<file path="src/rtl/mux6_b16.sv">
// Six-input, 16-bit datapath source selector with a loadable registered copy
// and an optional sticky illegal-select flag (enabled by MUX6B16_SEL_CHECK_EN).
module mux6_b16 (
    input  logic        CLK,
    input  logic        Reset_n,
    input  logic [15:0] A,
    input  logic [15:0] B,
    input  logic [15:0] C,
    input  logic [15:0] D,
    input  logic [15:0] E,
    input  logic [15:0] F,
    input  logic [2:0]  Selector,
    input  logic        load,
    input  logic        err_clr,
    output logic [15:0] result,
    output logic [15:0] result_q,
    output logic        sel_err,
    output logic        sel_err_q
);

    logic [15:0] result_d;

    // Codes 6 and 7 have no source and deliberately select zero.
    always_comb begin
        result = 16'h0000;
        case (Selector)
            3'd0:    result = A;
            3'd1:    result = B;
            3'd2:    result = C;
            3'd3:    result = D;
            3'd4:    result = E;
            3'd5:    result = F;
            default: result = 16'h0000;
        endcase
    end

    assign result_d = load ? result : result_q;

    always_ff @(posedge CLK or negedge Reset_n) begin
        if (!Reset_n) begin
            result_q <= 16'h0000;
        end else begin
            result_q <= result_d;
        end
    end

`ifdef MUX6B16_SEL_CHECK_EN
    logic sel_err_d;

    assign sel_err = (Selector >= 3'd6);

    // Clear takes priority so software can acknowledge even while still illegal.
    always_comb begin
        sel_err_d = sel_err_q;
        if (err_clr) begin
            sel_err_d = 1'b0;
        end else if (sel_err) begin
            sel_err_d = 1'b1;
        end
    end

    always_ff @(posedge CLK or negedge Reset_n) begin
        if (!Reset_n) begin
            sel_err_q <= 1'b0;
        end else begin
            sel_err_q <= sel_err_d;
        end
    end
`else
    logic unusedErrClr;

    assign unusedErrClr = err_clr;
    assign sel_err      = 1'b0;
    assign sel_err_q    = 1'b0;
`endif

endmodule

</file>
<file path="config.mk">
export PLATFORM = sky130hd
export DESIGN_NAME = mux6_b16
export DESIGN_NICKNAME = d
export VERILOG_FILES = /design/src/rtl/mux6_b16.sv
export SDC_FILE = /design/constraint.sdc
export NUM_CORES = 1
export LEC_CHECK = 0
export ABC_AREA = 1
export CAP_MARGIN = 10
export CELL_PAD_IN_SITES_DETAIL_PLACEMENT = 1
export CELL_PAD_IN_SITES_GLOBAL_PLACEMENT = 1
export CORE_UTILIZATION = 20
export CTS_CLUSTER_DIAMETER = 30
export DETAILED_ROUTE_END_ITERATION = 6
export PLACE_DENSITY = 0.76
export SETUP_SLACK_MARGIN = 0.5
export SLEW_MARGIN = 20
export SYNTH_ARGS = -nofsm -noshare
export SYNTH_HDL_FRONTEND = slang
export SYNTH_SLANG_ARGS = --single-unit
</file>
<file path="constraint.sdc">
create_clock -name CLK -period 1.1 [get_ports CLK]
set_input_delay 0.22 -clock CLK [delete_from_list [all_inputs] [get_ports CLK]]
set_output_delay 0.22 -clock CLK [all_outputs]
set_load 0.05 [all_outputs]
</file>
==> metrics.txt, run 1 <==
largest register by flop count=result_q; category of cells accounting for the largest share of critical-path delay=buffers and inverters; kind of start point of the critical path=input port; post-synthesis instance area=approximately 1700 µm²; FF+latch count, synth=16; die width=between 90 and 100 µm; vias in the first global route=slightly below 3,000; share of the clock period used by the worst path=142%; number of standard-cell rows in the floorplan=33; setup slack of the worst register-to-register path=about 180 ps; via/cell ratio=~5.0; portion of the post-synthesis area used by sequential elements=between 20% and 30%; die outline area=about 8800 µm²; total I/O pin count=about 140; clock transition at the register clock pins on the worst setup and hold paths after CTS=about 70 ps; smallest hold slack=roughly 300 ps; H-Tree Level Count=1; required time reported for the critical path endpoint=around 880 ps; Final Non-Filler Cells=between 500 and 600; Avg Synthesized Cell Area=~6 µm²; class of the tightest hold or removal check=in2async; final standard cell utilization of the core=between 50% and 60%; count of final setup violators=27; failing checks=setup timing; post-route cell area=4660 µm²; DRC viols=0; flip-flop count of the largest register after layout=16; Core Footprint=between 8000 and 9000 µm²; post-route total power=roughly 3.9 mW; Sink Count=16; registers with the most flip-flops=result_q x16; crit path time final=between 1500 and 2000 ps; number of design-rule violations left by the first detailed-router iteration=between 100 and 150; number of buffer and inverter stages on the critical path=6; critical path arrival=roughly 1300 ps; number of hold violations in the final report=0; share of flip-flops with an asynchronous set or reset after synthesis=100%; post-synth cell types=16; detailed-route wire length per cell=between 15 and 20 µm; critical path, cell by cell=buf_12, buf_8, clkinv_8, buf_6, buf_6, nand4_1, nand2_1, nor2_1, nand2_2, buf_12; maxcap violations=0; top achievable clock speed=around 0.64 GHz; via count of the routed design=around 2,800; critical path peak fanout=6; global-route met2 utilization=between 40% and 50%; setup_tns=-7020 ps; starting utilization of the core area=20.5%; final clock skew=0 ps; worst slack at placement=-1020 ps; number of buffers added on ports=between 100 and 150; Crit Path Class=in2out; Reg area=about 420 µm²; number of synthesized flops with an enable pin=0; status=complete, but fails checks; Syn-to-layout area delta=178%; aggregate global routing overflow=0; instance count of the mapped netlist=about 280; half-perimeter wire length after placement=between 6 and 7 mm; final net count=~570; number of nets with antenna violations after detailed routing=0; TritonCTS clock tree=done; final slew viol count=0; total wire length=approximately 11 mm; RSZ-0062 raised after global routing=true; power density over the cells=about 830 nW/µm²; number of antenna violations at the first check in global routing=0; maximum number of pins on one net before global-route repair=19; standard cell with the maximum stage delay on the critical path=nor2_1; count of fill cells added during filler insertion=920; Max rail drop VDD=0.000423 V; first-pass GRT wire length=14.6 mm; highest-utilization routing layer at the global route stage=met2; flip-flop cell with the highest count after synthesis=dfrtp_1; final critical-path setup slack=-462 ps; Setup crit end kind=output pin; Synth warnings=0; clk_lat worst skew=approximately 260 ps; placed cells=~520; standby leakage power=about 2.1 nW; clock buffer count from CTS=3; diode count=0; vertical die dimension=93.6 µm; footprint of the multi-input gates=approximately 1400 µm²; post-place instance area=between 3000 and 4000 µm²; Clk Tree Root Cell=clkbuf_8; ratio of cells with drive above 1 in the final layout=a little under half; buffer levels on the longest clock path=2; crit-path max cell delay=170 ps; total iterations of the first detailed-routing run=4; RePlAce Congestion=between 0.8 and 0.9; Tot GR Track Use=between 20% and 30%; grt met3 use=between 3 and 4%; grt met1 use=between 20% and 30%
-- layout by cell type (no fill, tap or decap) --
cell type         n
a21oi_2           7
a21oi_4           3
buf_12           48
buf_16            3
buf_4            24
buf_6            22
buf_8             2
clkbuf_16         3
clkbuf_8          3
clkdlybuf4s50_1  95
clkinv_8          1
clkinvlp_4        1
conb_1            2
dfrtp_2          16
dlygate4sd2_1     3
inv_1            13
inv_12            1
inv_2             4
nand2_1          65
nand2_2          28
nand2_4           9
nand3_1          18
nand3_2          11
nand3_4           6
nand4_1          44
nor2_1            9
nor2_2           15
nor2_4            4
nor3_4            1
-- cell type report --
type                            instances  area share [%]
Inverter                               20            2.23
Sequential cell                        16            9.02
Timing Repair Buffer                  200            54.8
Clock buffer                            3           0.886
Multi-Input combinational cell        222            30.2
Tap cell                              105            2.82
-- report_power, final --
group / internal [mW] / switching [mW]
Combinational: 1.36 / 1.26
Sequential: 0.677 / 0.0884
Clock: 0.244 / 0.234
Total: 2.28 / 1.58
-- synthesized netlist by cell type (2+ instances only) --
library cell,n,area [µm²]
buf_6,5,56.3
clkbuf_1,3,11.3
nor2_1,26,97.6
nand3_1,33,165
buf_4,8,60.1
inv_4,2,12.5
buf_2,10,50.1
a21oi_1,10,50.1
inv_1,18,67.6
nand2_1,102,383
dfrtp_1,16,400
nand4_1,44,275
-- layer usage --
layer	part of all wire, %	vias to the layer above	wire length [µm]
met5	0	-	0
met1	40	1369	4290
met4	1.2	0	134
li1	-	1303	-
met2	53	116	5760
met3	5.6	14	602
-- path summary, 6_finish.rpt --
path                           endpoint         start  cells past startpoint
max                          result[15]   Selector[1]                     10
min reg2reg                result_q[12]  result_q[12]                      2
max in group asynchronous   result_q[5]       Reset_n                      2
min in group CLK           result_q[12]  result_q[12]                      2
max reg2reg                 result_q[2]   result_q[2]                      4
min                        result_q[14]       Reset_n                      2
-- what timing repair did --
item | 4_1_cts | 5_1_grt
setup endpoints to repair | 48 | 48
hold buffers | 0 | 0
cloned | 4 | 4
pin swaps | 26 | 39
resized for setup | 70 | 68
setup buffers | 22 | 11
endpoints found under the hold margin | 0 | 0
-- logic make-up (layout without fill, tap and decap cells) --
logic type	Yosys count	in the layout	share of synthesized area (%)
flip-flops	16	16	23.9
AND/OR/NAND/NOR	208	210	57.6
buffers and inverters	46	223	15.4
other	1	2	0.223
AO/OA/AOI/OAI	10	10	2.98
-- worst register-to-register path, cell delays in order (launching register included) --
cell,delay (ps)
dfrtp_2,430
buf_4,140
buf_4,120
nand2_1,80
nand2_2,50
(Power assumes the default switching activity.)
==> run 2: changes to the inputs <==
CORE_UTILIZATION = 22   (was 20)
CTS_BUF_LIST = sky130_fd_sc_hd__clkbuf_2 sky130_fd_sc_hd__clkbuf_4 sky130_fd_sc_hd__clkbuf_8   (was default)
PLACE_DENSITY = 0.83   (was 0.76)
clock period = 1.9 ns   (was 1.1 ns; I/O delays follow)
==> metrics.txt, run 2 (synthesis results as in run 1) <==
status=completed; half-perimeter wire length after placement=6.27 mm (-10%); most common cell after layout, fill and taps aside=nand2_1; commonest non-fill, non-tap cells in the layout=nand2_1 (79), clkdlybuf4s50_1 (63), nand4_1 (44); die width=89.3 µm (-4.6%); placed cells=507 (-2.9%); Relative slew margins=slightly above 60%; kind of start point of the critical path=input port; count of fill cells added during filler insertion=876 (-4.8%); setup_tns=0 ps (+7020 ps); vertical die dimension=89.3 µm (-4.6%); flip-flop count of the largest register after layout=16 (unchanged); registers with the most flip-flops=result_q x16; class of the tightest hold or removal check=in2async; count of final setup violators=0 (-100%); critical path arrival=1340 ps (about the same); critical path peak fanout=11 (+5); Sink Count=16 (unchanged); H-Tree Level Count=1 (unchanged); clk_lat worst skew=250 ps (about the same); number of buffers added on ports=133 (unchanged); crit path time final=roughly 1700 ps; first-pass GRT wire length=13.6 mm (-6.8%); Clk Tree Root Cell=clkbuf_8; Tot GR Track Use=22.7% (+0.82 points); clock buffer count from CTS=3 (unchanged); vias in the first global route=2,716 (-7.6%); detailed route wirelength on metal2=4.96 mm (-14%); number of design-rule violations left by the first detailed-router iteration=103 (-18%); Core Footprint=7330 µm² (-10%); power density over the cells=489 nW/µm² (-41%); buffer levels on the longest clock path=2 (unchanged); cell depth of the worst flop-to-flop path=2 (-2); crit-path max cell delay=270 ps (+100 ps); final clock skew=0 ps (unchanged); Crit Path Class=in2out; number of buffer and inverter stages on the critical path=3 (-3); Routed met1 length=3.72 mm (-13%); via count of the routed design=2,623 (-6.4%); standby leakage power=2.06 nW (-1.9%); RSZ-0062 raised after global routing=true; Setup crit end kind=output pin; Syn-to-layout area delta=139%; Reg area=400 µm² (-4.8%); Max rail drop VDD=0.000254 V (-40%); share of the clock period used by the worst path=90.7%; aggregate global routing overflow=0 (unchanged); number of nets with antenna violations after detailed routing=0 (unchanged); top routing layer in use=met4; Final Non-Filler Cells=537 (-5.1%); TritonCTS clock tree=done; number of antenna violations at the first check in global routing=2 (+2); standard cell with the maximum stage delay on the critical path=bufbuf_16; Reg-to-Reg End=result_q[4]; top achievable clock speed=around 0.58 GHz; critical path, cell by cell=buf_12, bufbuf_16, nand4_1, nand2_1, nor2_2, nand2_2, buf_12; slew at the pin closest to its max-slew limit=between 500 and 600 ps; footprint of the multi-input gates=1300 µm² (-7.4%); DR WL met3=528 µm (-12%); FF-to-FF Start=result_q[4]; number of hold violations in the final report=0 (unchanged); Hold-fix buffers, CTS=0 (unchanged); total wire length=9.34 mm (-13%); required time reported for the critical path endpoint=1520 ps (+640 ps); total I/O pin count=137 (unchanged); most used cell, CP=buf_12; post-route total power=1.96 mW (-49%); total iterations of the first detailed-routing run=4 (unchanged); setup slack of the worst register-to-register path=1230 ps (+1050 ps); DRC viols=0 (unchanged); maxcap violations=0 (unchanged); ratio of cells with drive above 1 in the final layout=34.6% (-11 points); via/cell ratio=4.88 (-1.3%); largest register by flop count=result_q; category of cells accounting for the largest share of critical-path delay=buffers and inverters; number of standard-cell rows in the floorplan=31 (-6.1%); die outline area=7980 µm² (-8.9%); RePlAce Congestion=0.748 (-13%); final slew viol count=0 (unchanged); detailed-route wire length per cell=17.4 µm (-8.7%); final net count=540 (-4.6%); maximum number of pins on one net before global-route repair=23 (+4); starting utilization of the core area=22.9% (+2.4 points); clock transition at the register clock pins on the worst setup and hold paths after CTS=80 ps (about the same)
==> run 2: cell types whose count changed in the layout (fill, tap and decap cells not counted), moves of 7 or more <==
cell / previous run / this run
buf_12: 48 / 27
buf_6: 22 / 4
clkdlybuf4s15_2: 0 / 7
clkdlybuf4s50_1: 95 / 63
dfrtp_1: 0 / 16
dfrtp_2: 16 / 0
dlygate4sd2_1: 3 / 15
dlymetal6s2s_1: 0 / 20
nand2_1: 65 / 79
nand2_2: 28 / 18
==> run 2: what timing repair did <==
action,in CTS,in global routing
setup endpoints to repair,44,24
pin swaps,48,59
setup buffers,14,4
gates cloned,5,1
resized for setup,117,54
hold endpoints to repair,0,0
==> run 2: cell type report <==
class                      count  area share, %
inverter                      20           2.27
timing repair inverter         1          0.156
multi-input combinational    222           32.5
clock buffer                   4           1.37
timing repair buffer         173           50.5
antenna                        2          0.125
sequential                    16           9.97
tap                           99           3.09
==> run 2: how the worst max path moves through the flow <==
stage | startpoint | endpoint | slack (ps) | depth (start not counted)
after global placement | Selector[1] | result[6] | -510 | 7
after CTS | Selector[0] | result[13] | 170 | 7
after floorplan | Selector[0] | result[0] | 350 | 7
final | Selector[0] | result[0] | 180 | 7
after global routing | A[15] | result[15] | 120 | 6
after detailed placement | Selector[1] | result[7] | -600 | 7
==> run 2: per-layer routing <==
metal	track usage [%]	up-vias
met4	6.20	0
met1	26.1	1255
met2	43.4	100
met5	0	-
li1	-	1256
met3	3.42	12
==> run 2: power breakdown <==
group	leakage [nW]	internal [mW]	switching (mW)
Sequential	0.204	0.383	0.0248
Combinational	1.83	0.574	0.662
Clock	0.0288	0.184	0.136
==> run 2: metrics by stage <==
| step | hold WS [ps] | setup WS [ps] | area (µm²) | util [%] |
|---|---|---|---|---|
| after detailed placement | 470 | -597 | 3390 | 46.2 |
| after CTS | 466 | 168 | 3830 | 52.3 |
| after global routing | 491 | 123 | 4020 | 54.8 |
| after floorplan | 84.4 | 350 | 1800 | - |
| after global placement | 465 | -506 | 3390 | 46.2 |
| final | 458 | 177 | 4020 | 54.8 |
==> run 3: changes to the inputs <==
CTS_CLUSTER_SIZE = 14   (was default)
==> results of run 3 <==
The final DEF is identical to that of run 2; final timing and power are the same.
